$ cat config.mk
export PLATFORM = sky130hd
export DESIGN_NAME = intt4point_seq_flat
export DESIGN_NICKNAME = d
export VERILOG_FILES = /design/src/rtl/intt4point_seq_if.sv /design/src/rtl/intt4point_seq.sv /design/src/flat_wrapper.sv
export SDC_FILE = /design/constraint.sdc
export NUM_CORES = 1
export LEC_CHECK = 0
export ABC_AREA = 1
export CORE_MARGIN = 1
export CORE_UTILIZATION = 50
export CTS_BUF_LIST = sky130_fd_sc_hd__clkbuf_4 sky130_fd_sc_hd__clkbuf_8
export DETAILED_ROUTE_END_ITERATION = 8
export GPL_ROUTABILITY_DRIVEN = 0
export PLACE_DENSITY = 0.74
export SLEW_MARGIN = 20
export SYNTH_ARGS = -nofsm -noshare
export SYNTH_HDL_FRONTEND = slang
export SYNTH_SLANG_ARGS = --single-unit
$ cat constraint.sdc
create_clock -name clk -period 28.7 [get_ports clk]
set_input_delay 7.175 -clock clk [delete_from_list [all_inputs] [get_ports clk]]
set_output_delay 7.175 -clock clk [all_outputs]
set_load 0.01 [all_outputs]
$ cat src/rtl/intt4point_seq_if.sv
// Handshake bundle for intt4point_seq: input vector, result vector and busy status.
// master = producer/consumer side, slave = the transform block.
interface intt4point_seq_if;
    logic        in_valid;
    logic        in_ready;
    logic [15:0] in0, in1, in2, in3;
    logic        out_valid;
    logic        out_ready;
    logic [15:0] out0, out1, out2, out3;
    logic        busy;

    modport master (
        output in_valid, in0, in1, in2, in3, out_ready,
        input  in_ready, out_valid, out0, out1, out2, out3, busy
    );

    modport slave (
        input  in_valid, in0, in1, in2, in3, out_ready,
        output in_ready, out_valid, out0, out1, out2, out3, busy
    );
endinterface

$ cat src/rtl/intt4point_seq.sv
// Sequential 4-point inverse negacyclic NTT over Z_7681 using one shared GS butterfly.
// Define INTT_NINV_SCALE_EN to include the final 4^-1 scaling pass (SC0..SC3).
module intt4point_seq #(
    parameter int Q        = 7681,
    parameter int PSI_INV1 = 1213,
    parameter int PSI_INV2 = 4298,
    parameter int PSI_INV3 = 5756,
    parameter int N_INV    = 5761
) (
    input logic              clk,
    input logic              rst,
    intt4point_seq_if.slave  io
);

    typedef enum logic [3:0] {
        IDLE, S1A, S1B, S2A, S2B, SC0, SC1, SC2, SC3, DONE
    } state_t;

    state_t      state_q, state_d;
    logic [15:0] b_q   [4];
    logic [15:0] b_d   [4];
    logic [15:0] out_q [4];
    logic [15:0] out_d [4];
    logic        out_valid_q, out_valid_d;

    logic [1:0]  ix, iy;
    logic [15:0] w;
    logic        scale_op;
    logic [15:0] x, y, sum, diff, mul_a, red;
    logic [16:0] sum_raw;
    logic [31:0] prod;

    // Operand routing for the shared butterfly / multiplier
    always_comb begin
        ix       = 2'd0;
        iy       = 2'd1;
        w        = 16'(PSI_INV1);
        scale_op = 1'b0;
        case (state_q)
            S1B: begin ix = 2'd2; iy = 2'd3; w = 16'(PSI_INV3); end
            S2A: begin ix = 2'd0; iy = 2'd2; w = 16'(PSI_INV2); end
            S2B: begin ix = 2'd1; iy = 2'd3; w = 16'(PSI_INV2); end
            SC0: begin ix = 2'd0; scale_op = 1'b1; w = 16'(N_INV); end
            SC1: begin ix = 2'd1; scale_op = 1'b1; w = 16'(N_INV); end
            SC2: begin ix = 2'd2; scale_op = 1'b1; w = 16'(N_INV); end
            SC3: begin ix = 2'd3; scale_op = 1'b1; w = 16'(N_INV); end
            default: ;
        endcase
    end

    always_comb begin
        x       = b_q[ix];
        y       = b_q[iy];
        sum_raw = {1'b0, x} + {1'b0, y};
        sum     = (sum_raw >= 17'(Q)) ? 16'(sum_raw - 17'(Q)) : 16'(sum_raw);
        diff    = (x >= y) ? (x - y) : (x + 16'(Q) - y);
        mul_a   = scale_op ? x : diff;
        prod    = {16'd0, mul_a} * {16'd0, w};
        red     = 16'(prod % 32'(Q));
    end

    always_comb begin
        state_d     = state_q;
        b_d         = b_q;
        out_d       = out_q;
        out_valid_d = out_valid_q;
        case (state_q)
            IDLE: begin
                if (io.in_valid) begin
                    // bit-reversed load feeds the GS network natural-order input
                    b_d[0]  = io.in0;
                    b_d[1]  = io.in2;
                    b_d[2]  = io.in1;
                    b_d[3]  = io.in3;
                    state_d = S1A;
                end
            end
            S1A, S1B, S2A, S2B: begin
                b_d[ix] = sum;
                b_d[iy] = red;
                case (state_q)
                    S1A:     state_d = S1B;
                    S1B:     state_d = S2A;
                    S2A:     state_d = S2B;
`ifdef INTT_NINV_SCALE_EN
                    default: state_d = SC0;
`else
                    default: state_d = DONE;
`endif
                endcase
            end
`ifdef INTT_NINV_SCALE_EN
            SC0: begin b_d[ix] = red; state_d = SC1;  end
            SC1: begin b_d[ix] = red; state_d = SC2;  end
            SC2: begin b_d[ix] = red; state_d = SC3;  end
            SC3: begin b_d[ix] = red; state_d = DONE; end
`endif
            DONE: begin
                if (io.out_ready) begin
                    out_valid_d = 1'b0;
                    state_d     = IDLE;
                end
            end
            default: state_d = IDLE;
        endcase
        // Result registers capture the final buffer on the edge that enters DONE
        if (state_d == DONE && state_q != DONE) begin
            out_d       = b_d;
            out_valid_d = 1'b1;
        end
    end

    always_ff @(posedge clk) begin
        if (rst) begin
            state_q     <= IDLE;
            out_valid_q <= 1'b0;
            for (int k = 0; k < 4; k++) begin
                b_q[k]   <= 16'd0;
                out_q[k] <= 16'd0;
            end
        end else begin
            state_q     <= state_d;
            out_valid_q <= out_valid_d;
            b_q         <= b_d;
            out_q       <= out_d;
        end
    end

    assign io.in_ready  = (state_q == IDLE);
    assign io.busy      = (state_q != IDLE);
    assign io.out_valid = out_valid_q;
    assign io.out0      = out_q[0];
    assign io.out1      = out_q[1];
    assign io.out2      = out_q[2];
    assign io.out3      = out_q[3];

endmodule

$ cat src/flat_wrapper.sv
// flat-port wrapper written by rule: the top's interface ports become plain ports
module intt4point_seq_flat 
#(
    parameter int Q        = 7681,
    parameter int PSI_INV1 = 1213,
    parameter int PSI_INV2 = 4298,
    parameter int PSI_INV3 = 5756,
    parameter int N_INV    = 5761
)
  (clk, rst, io_in_valid, io_in0, io_in1, io_in2, io_in3, io_out_ready, io_in_ready, io_out_valid, io_out0, io_out1, io_out2, io_out3, io_busy);
  intt4point_seq_if io_i ();
  input logic clk;
  input logic rst;
  input wire logic [$bits(io_i.in_valid)-1:0] io_in_valid;
  input wire logic [$bits(io_i.in0)-1:0] io_in0;
  input wire logic [$bits(io_i.in1)-1:0] io_in1;
  input wire logic [$bits(io_i.in2)-1:0] io_in2;
  input wire logic [$bits(io_i.in3)-1:0] io_in3;
  input wire logic [$bits(io_i.out_ready)-1:0] io_out_ready;
  output wire logic [$bits(io_i.in_ready)-1:0] io_in_ready;
  output wire logic [$bits(io_i.out_valid)-1:0] io_out_valid;
  output wire logic [$bits(io_i.out0)-1:0] io_out0;
  output wire logic [$bits(io_i.out1)-1:0] io_out1;
  output wire logic [$bits(io_i.out2)-1:0] io_out2;
  output wire logic [$bits(io_i.out3)-1:0] io_out3;
  output wire logic [$bits(io_i.busy)-1:0] io_busy;
  assign io_i.in_valid = io_in_valid;
  assign io_i.in0 = io_in0;
  assign io_i.in1 = io_in1;
  assign io_i.in2 = io_in2;
  assign io_i.in3 = io_in3;
  assign io_i.out_ready = io_out_ready;
  assign io_in_ready = io_i.in_ready;
  assign io_out_valid = io_i.out_valid;
  assign io_out0 = io_i.out0;
  assign io_out1 = io_i.out1;
  assign io_out2 = io_i.out2;
  assign io_out3 = io_i.out3;
  assign io_busy = io_i.busy;
  intt4point_seq #(.Q(Q), .PSI_INV1(PSI_INV1), .PSI_INV2(PSI_INV2), .PSI_INV3(PSI_INV3), .N_INV(N_INV)) u_core (.clk(clk), .rst(rst), .io(io_i));
endmodule
==> run_results.csv <==
group,metric,value,unit
place,dp_cells,5660,
sta,tns,0,ns
worst_setup_path,max_stage_delay,0.86,ns
yosys,avgSynthCellArea,6.14,um^2
sta,max-slew-margin-rel,33.3,%
worst_setup_path,cp_common_cell,"nand2_4",
sta,clock.fmax,37.6,MHz
die,core,0.0590,mm^2
yosys,synth_nets,5216,
sta,skew,0.0119,ns
finish,layout-drive-gt1-share,14.9,%
detailed_routing,vias,30315,
detailed_routing,firstDrtPassIters,9,
sta,drv_slew,0,
worst_setup_path,crit_required,29.10,ns
finish,nets,5267,
yosys,yosysWarnings,0,
die,rows,89,
yosys,synth_cells,4857,
yosys,ys_seq_area_share,8.93,%
cts,numCtsBuffers,17,
worst_setup_path,worst_setup_path_end_kind,"flip-flop",
sta,min_period,26.61,ns
detailed_routing,drt-total-wl,85.6,mm
cts,cts_num_sinks,133,
cts,cts_max_level,4,
die,ioPinCount,135,
place,detailed_place_hpwl,69.2,mm
cts,clockBufferDepth,2,
worst_hold_path,hold_class,"reg2reg",
global_route,grt_pass1_wl,139,mm
detailed_routing,wire_per_inst,15.0,um
yosys,ys_async_sr_fraction,0,%
finish,syn_to_final_growth,6.78,%
sta,rsz0062_at_grt,"false",
cts,cts_hold_buffers,0,
worst_setup_path,path_max_fanout,26,
cts,clk_pin_slew_worst_paths,0.09,ns
place,port_buffers,134,
yosys,synth_seq_cells,133,
yosys,synth_ff_type,"dfxtp_1",
finish,antenna_cells,0,
sta,worstMarginPinSlew,1.00,ns
cts,clock_latency,0.49,ns
worst_setup_path,start_kind,"flip-flop",
global_route,grt_usage,27.6,%
worst_setup_path,critPathKind,"reg2reg",
cts,cts_root_buf,"clkbuf_8",
yosys,ys_types,68,
sta,hold_viol_final,0,
yosys,syn-cell-area,0.0298,mm^2
outcome,status,"finished, final reports clean",
die,fp.dieH,246,um
cts,cts_tree,"built",
die,fp.dieW,246,um
detailed_routing,viasPerCell,5.32,
worst_setup_path,critical_path_arrival,27.01,ns
detailed_routing,antenna_left,0,
global_route,antenna_found_initial,1,
worst_setup_path,slowest_stage,"clkinv_1",
global_route,first_global_vias,27528,
run,max_cap_violations,0,
sta,setup_violations,0,
detailed_routing,drc,0,
yosys,synth_edf_count,0,
sta,post-route-period-util,92.7,%
global_route,grt_max_degree,106,
die,dieArea,0.0606,mm^2
global_route,grt_overflow,0,
finish,fin_cells,5694,
die,start_util,50.5,%
detailed_routing,drt_iter0_markers,3119,
cell type report:
type / instances / area, um^2
Fill cell: 5996 / 27200
Inverter: 903 / 3460
Multi-Input combinational cell: 3695 / 22800
Timing Repair Buffer: 156 / 1500
Clock buffer: 18 / 248
Clock inverter: 14 / 188
Sequential cell: 133 / 2660
Tap cell: 773 / 967
Timing Repair inverter: 2 / 10.0
cells in the mapped netlist (all sizes together) (5+ instances only):
cell type | instances | area share, %
o21ai | 228 | 4.1
nand3b | 17 | 0.50
and2 | 7 | 0.15
fa | 116 | 7.8
xnor2 | 27 | 0.79
or2 | 12 | 0.25
nand4 | 55 | 1.2
a221oi | 11 | 0.32
o211ai | 31 | 0.80
nor3 | 14 | 0.27
nand3 | 426 | 9.1
a21oi | 188 | 3.3
buf | 26 | 1.1
a31oi | 48 | 1.0
o21bai | 22 | 0.63
o21a | 6 | 0.15
nor2 | 596 | 9.4
o22ai | 18 | 0.38
a211oi | 16 | 0.40
xor2 | 90 | 2.6
nor4 | 5 | 0.10
clkinv | 23 | 0.35
inv | 878 | 11
ha | 175 | 7.3
clkbuf | 97 | 2.1
dfxtp | 133 | 8.9
nand2 | 1574 | 25
per-stage QoR:
stage	util (%)	instance area, um^2	worst slack [ns]	hold WS (ns)
6_report	53.9	31800	2.09	0.506
4_1_cts	53.8	31800	1.90	0.499
2_1_floorplan	-	29800	7.00	0.480
3_5_place_dp	53.1	31300	1.98	0.482
3_3_place_gp	53.1	31300	2.59	0.478
5_1_grt	53.9	31800	0.0315	0.532
worst paths after layout:
check | from | end | slack (ns) | cells past startpoint
hold / removal | u_core.io.out_valid | u_core.io.out_valid | 0.51 | 2
setup / recovery | u_core.state_q[3] | u_core.io.out3[6] | 2.09 | 163
setup reg to reg | u_core.state_q[3] | u_core.io.out3[6] | 2.09 | 163
hold reg to reg | u_core.io.out_valid | u_core.io.out_valid | 0.51 | 2
sequential cells by signal, indices dropped and copies added (netlist names):
signal / flops
u_core.b_q: 64
u_core.io.out0: 16
u_core.io.out1: 16
u_core.io.out2: 16
u_core.io.out3: 16
u_core.state_q: 4
u_core.io.out_valid: 1
logic make-up (layout without fill, tap and decap cells):
family	count (synthesis)	in the layout	synth area share [%]
AOI/OAI and AO/OA	580	580	11.4
xor gates and xnor gates	117	117	3.44
adders and majority gates	291	291	15.1
buffers and inverters	1029	1093	14.9
DFF	133	133	8.93
and+or+nand+nor	2707	2707	46.2
cell usage in the layout, fill, tap and decap left out, types with 6 or more instances in the layout:
cell                n
o21bai_1           20
xor2_1             89
nor2_8              6
or2_2               9
clkbuf_8           18
nand3_2            65
inv_1             824
o22ai_1            18
inv_6               7
o211ai_1           30
inv_2              46
nand2_4           140
o21ai_0           195
a21oi_1           181
nand3_1           341
nor2_4             40
o21ai_1            16
buf_4              24
a31oi_1            48
and2_1              7
xnor2_1            27
nor3_1             12
clkdlybuf4s50_1   132
nor2_2             70
o21a_1              6
nand3_4            20
fa_1              116
ha_1              175
nand4_1            52
clkinv_2            6
dfxtp_1           133
nand2_2           219
nand2_1          1213
nand3b_1           14
a211oi_1           16
o21ai_2            15
nor2_1            480
clkinv_1           15
a221oi_1            7
routing by layer:
layer | share of wire [%] | routed length [um] | track usage (%)
met4 | 2.8 | 2360 | 7.53
met3 | 8.7 | 7440 | 5.07
met1 | 45 | 38800 | 39.2
met5 | 0.063 | 54 | 0
met2 | 43 | 36900 | 42.3
what timing repair did:
action,CTS,global route
buffers inserted,0,0
hold endpoints to repair,0,0
gates resized for setup,0,9
setup endpoints to repair,0,96
critical path, delay by kind of cell, from the launching register on:
kind	cells	cell delay, ns
buf+inv	20	2.77
compound gates	17	4.27
xor+xnor	2	0.46
flops	1	0.37
simple gates	113	14.61
fa+ha+maj	11	3.94
Power is not shown: default switching activity piles up to over one toggle a cycle in this logic, so the estimate is an artifact.
